--- config.mk ---
export PLATFORM = sky130hd
export DESIGN_NAME = clk_divider_multi
export DESIGN_NICKNAME = d
export VERILOG_FILES = /design/src/rtl/clk_divider_multi.sv
export SDC_FILE = /design/constraint.sdc
export NUM_CORES = 1
export LEC_CHECK = 0
export BUFFER_PORTS_ARGS = -buffer_cell sky130_fd_sc_hd__buf_2
export CAP_MARGIN = 20
export CORE_MARGIN = 4
export CORE_UTILIZATION = 40
export CTS_BUF_LIST = sky130_fd_sc_hd__clkbuf_8 sky130_fd_sc_hd__clkbuf_16
export DETAILED_ROUTE_END_ITERATION = 12
export GPL_TIMING_DRIVEN = 0
export PLACE_DENSITY = 0.55
export SLEW_MARGIN = 25
export SYNTH_ARGS = -nofsm -noshare
export SYNTH_HDL_FRONTEND = slang
export SYNTH_SLANG_ARGS = --single-unit
export TNS_END_PERCENT = 50
--- constraint.sdc ---
create_clock -name clk_in -period 11 [get_ports clk_in]
set_input_delay 2.2 -clock clk_in [delete_from_list [all_inputs] [get_ports clk_in]]
set_output_delay 2.2 -clock clk_in [all_outputs]
set_load 0.01 [all_outputs]
--- src/rtl/clk_divider_multi.sv ---
// Multi-channel clock divider and tick generator. Each channel counts clk_in up to a
// programmable terminal count and emits a 50% square wave plus a one-cycle wrap strobe.
module clk_divider_multi #(
   parameter int               N_CH        = 4,
   parameter int               CNT_W       = 26,
   parameter logic [CNT_W-1:0] DIV_DEFAULT = CNT_W'(49_999_999),
   parameter int               SEL_W       = 2
) (
   input  logic              clk_in,
   input  logic              reset,
   input  logic [N_CH-1:0]   enable,
   input  logic              sync,
   input  logic              div_wr,
   input  logic [SEL_W-1:0]  div_ch,
   input  logic [CNT_W-1:0]  div_val,
   output logic [N_CH-1:0]   clk_out,
   output logic [N_CH-1:0]   tick
);

   for (genvar i = 0; i < N_CH; i++) begin : g_ch
      logic [CNT_W-1:0] cnt;
      logic [CNT_W-1:0] shadow;
      logic [CNT_W-1:0] active;
      logic [CNT_W-1:0] active_nxt;
      logic             clk_q;
      logic             tick_q;
      logic             wr_hit;

      // Addresses at or beyond N_CH match no channel, so such writes are dropped.
      assign wr_hit     = div_wr && (32'(div_ch) == 32'(i));
      assign active_nxt = wr_hit ? div_val : shadow;

      always_ff @(posedge clk_in or posedge reset) begin
         if (reset) begin
            shadow <= DIV_DEFAULT;
         end else if (wr_hit) begin
            shadow <= div_val;
         end
      end

      always_ff @(posedge clk_in or posedge reset) begin
         if (reset) begin
            cnt    <= '0;
            active <= DIV_DEFAULT;
            clk_q  <= 1'b0;
            tick_q <= 1'b0;
         end else if (sync) begin
            cnt    <= '0;
            active <= active_nxt;
            clk_q  <= 1'b0;
            tick_q <= 1'b0;
         end else if (enable[i]) begin
            // >= lets a counter stranded above a shrunken divisor wrap at once.
            if (cnt >= active) begin
               cnt    <= '0;
               active <= active_nxt;
               clk_q  <= ~clk_q;
               tick_q <= 1'b1;
            end else begin
               cnt    <= cnt + 1'b1;
               tick_q <= 1'b0;
            end
         end else begin
            active <= active_nxt;
            tick_q <= 1'b0;
         end
      end

      assign clk_out[i] = clk_q;
      assign tick[i]    = tick_q;
   end

endmodule

==> key figures <==
Outcome
  • Status: complete, no violations

Clock tree
  • Clk sinks: 320
  • CTS resizes: 0
  • Clk Latency, worst-skew pair: ~0.53 ns
  • Max Root-Sink Buffers: 3
  • H-tree depth: 2
  • Root Driver: clkbuf_16
  • Hold-fix buffers, CTS: 0
  • Setup Fix Bufs, Post-CTS: 0
  • Clk slew on worst S/H paths: roughly 0.06 ns
  • CTS buffer count: 38
  • CTS tree: built

Global route
  • Pin count of the biggest net entering global routing: between 80 and 90
  • First-pass GRT wire length: between 70000 and 80000 um
  • Vias in the first global route: between 10k and 15k
  • Remaining Overflow, GRT: 0
  • Initial antenna violation count: 3
  • GRT Total Usage: 0.195

Synth
  • Most common flop cell mapped by yosys: dfrtp_1
  • FFs w/ async S/R, synth: 1.00
  • Post-Syn Nets: between 1.5k and 2k
  • Largest family of logic cells by synthesized area: simple AND/OR/NAND/NOR gates
  • Synth Warn #: 0
  • Share of the synthesized area in the top cell type: 0.257
  • Yosys reg bits: 320
  • Post-synthesis adder-cell area fraction: 0.0790
  • Seq/Total Area, Yosys: 0.479
  • Largest area contributor in the netlist: dfrtp_1
  • Cells after Synth: 1592
  • Multiplexer area fraction after synthesis: 0.139
  • Synth Area in Compound Gates: 0.0980
  • Xor and xnor area share after synthesis: 0.00256
  • Post-synth cell types: just over 70
  • EDFF count, synth: 0
  • Top cells by area, synth: dfrtp_1 (26%), dfstp_2 (22%), mux2_2 (9.0%)
  • Simple-gate portion of the synthesized area: 0.153
  • Syn_area_per_cell: between 10 and 15 sq um
  • Synthesized area: roughly 0.017 sq mm

Flow run
  • Maxcap violations: 0

Critical path
  • Critical Path End Type: flip-flop
  • Max Fanout on Critical Path: 10
  • Crit path cell chain: clkbuf_1 -> clkbuf_1 -> clkbuf_1 -> clkbuf_1 -> a21oi_1
  • FF-to-FF path depth: 10
  • Slowest stage delay, CP: about 0.82 ns
  • CP Buf/Inv Count: 4
  • Crit path launch type: input port
  • Critical path arrival: 5.28 ns
  • Slowest-stage cell, CP: clkbuf_1
  • Cell mode on critical path: clkbuf_1
  • Critical path class: input port to flip-flop
  • Required time worst endpoint: between 10 and 15 ns
  • Family with the most delay on the worst path: buffers and inverters
  • Crit path depth: 5

Timing
  • Final Setup Violations: 0
  • Final Skew: about 0.014 ns
  • RSZ-0062 raised after global routing: no
  • Min Clock Period, post-route: between 4 and 5 ns
  • Final hold violations: 0
  • Setup TNS: 0 ns
  • Final Max Slew Viols: 0
  • Slew @ Worst Pin: 1.02 ns
  • Post-route clock period utilization: 0.448
  • Fmax: about 200 MHz
  • Relative slew slack: 0.322

Route
  • Iter 0 DRT Violations: about 850
  • Final wirelength: around 45000 um
  • Remaining antenna violation count: 0
  • Drt wl/cell: roughly 20 um
  • Detailed-route vias per instance: 5.60
  • Via Count: about 13k
  • Drt pass-1 iters: 5
  • DR DRC count: 0

Power
  • Max VDD drop: 0.0000740 V
  • Leakage power: roughly 8.5 nW
  • Overall Power: about 3.1 mW
  • Power Dens Cells: about 160 mW/mm^2

Worst hold path
  • Min-delay worst type: flip-flop to flip-flop
  • Cell count of the worst hold path: 1

Finish
  • Area growth syn-to-layout: 13.1%
  • Finished Layout Cells: about 2.2k
  • Final net count: between 1.5k and 2k
  • Share of post-route cells with drive strength above 1: 0.255

Die
  • Die width: around 210 um
  • # IOs: 44
  • CORE AREA: between 0.04 and 0.05 sq mm
  • Initial Utilization: 0.406
  • Cell Rows: 75
  • Die height: around 210 um
  • DIE AREA: approximately 0.046 sq mm

Place
  • Placed wire-length estimate: ~32000 um
  • Routability cong.: 0.853
  • Inst Count DP: 2176
  • Input/output buffers: 41
## per-stage QoR
stage	cell area [sq um]	utilization	hold slack (ns)	setup WS [ns]
after floorplan	17100	-	0.458	0.182
after global placement	18000	0.427	0.471	-3.81
after detailed placement	18100	0.430	0.476	5.46
after CTS	19300	0.459	0.489	6.00
after global routing	19300	0.459	0.498	5.99
final	19300	0.459	0.485	6.07
## cells by family after synthesis
group                    count (synthesis)
XOR/XNOR                                 5
AO/OA/AOI/OAI                          256
multiplexers                           212
AND/OR/NAND/NOR                        483
adder cells (fa/ha/maj)                108
buffers and inverters                  208
flip-flops                             320
## cells in the final DEF (no fill, tap or decap), types with 13 or more instances in the layout
master | netlist | routed
nand3b_1 | 16 | 16
buf_2 | 11 | 52
ha_1 | 108 | 108
buf_4 | 15 | 15
dfstp_2 | 144 | 144
and2_1 | 15 | 15
mux2_2 | 137 | 137
nand4_1 | 48 | 48
o311ai_1 | 17 | 17
a31oi_1 | 45 | 45
o21ai_0 | 45 | 45
a21oi_1 | 67 | 67
nor3_1 | 17 | 17
clkbuf_16 | 0 | 41
clkbuf_1 | 47 | 46
nand3_1 | 66 | 66
mux2_1 | 73 | 73
nor2_1 | 58 | 58
inv_1 | 132 | 139
dfrtp_1 | 176 | 176
nand2_1 | 136 | 136
nand4b_1 | 14 | 14
nor4_1 | 13 | 13
and3_1 | 28 | 28
## power breakdown
part	switching [mW]	internal (mW)
registers	0.0626	1.42
logic	0.236	0.193
clock network	0.500	0.736
## registers in the layout, indices dropped and copies added, names as in the netlist
signal / cells
g_ch.active: 104
g_ch.cnt: 104
g_ch.shadow: 104
g_ch.clk_q: 4
g_ch.tick_q: 4
## routing by layer
layer / part of all wire / track usage / vias up
met4: 0.030 / 0.0655 / 0
met1: 0.46 / 0.269 / 6290
li1: - / - / 5959
met3: 0.039 / 0.0277 / 75
met5: 0 / 0 / -
met2: 0.47 / 0.318 / 232
## cell usage after synthesis, types with 15 or more instances
master / n
dfrtp_1: 176
nor2_1: 58
mux2_2: 137
a31oi_1: 45
nand4_1: 48
and2_1: 15
buf_4: 15
a21oi_1: 67
clkbuf_1: 47
o311ai_1: 17
nand3b_1: 16
and3_1: 28
nor3_1: 17
nand2_1: 136
mux2_1: 73
dfstp_2: 144
nand3_1: 66
ha_1: 108
o21ai_0: 45
inv_1: 132
## path summary, 6_finish.rpt
| check | start | end | slack (ns) |
|---|---|---|---|
| setup / recovery | sync | g_ch[2].cnt[14]$_DFFE_PP0P_ | 6.07 |
| hold / removal | g_ch[1].active[9]$_DFFE_PP0P_ | g_ch[1].active[9]$_DFFE_PP0P_ | 0.48 |
| setup reg to reg | g_ch[2].active[13]$_DFFE_PP1P_ | g_ch[2].active[10]$_DFFE_PP0P_ | 7.71 |
| hold reg to reg | g_ch[1].active[9]$_DFFE_PP0P_ | g_ch[1].active[9]$_DFFE_PP0P_ | 0.48 |
| max in group asynchronous | reset | g_ch[2].shadow[0]$_DFF_PP1_ | 8.20 |
| min in group asynchronous | reset | g_ch[1].shadow[8]$_DFF_PP0_ | 1.65 |
## worst reg2reg max path, cell delays in order, from the launching register on
cell	delay, ns
dfstp_2	0.52
inv_1	0.04
ha_1	0.30
nand2_1	0.06
o21ai_1	0.28
a41oi_1	0.12
nor4b_1	0.79
o31ai_4	0.24
nand3_2	0.25
buf_4	0.24
mux2_1	0.34
## area by class of cell
| type | instances | area (sq um) |
|---|---|---|
| Sequential cell | 320 | 8190 |
| Inverter | 134 | 510 |
| Fill cell | 3919 | 22800 |
| Clock buffer | 47 | 1110 |
| Multi-Input combinational cell | 1064 | 8070 |
| Tap cell | 539 | 674 |
| Buffer | 74 | 349 |
| Clock inverter | 19 | 123 |
| Timing Repair Buffer | 45 | 315 |
| Antenna cell | 2 | 5.00 |
(Power assumes the default switching activity.)
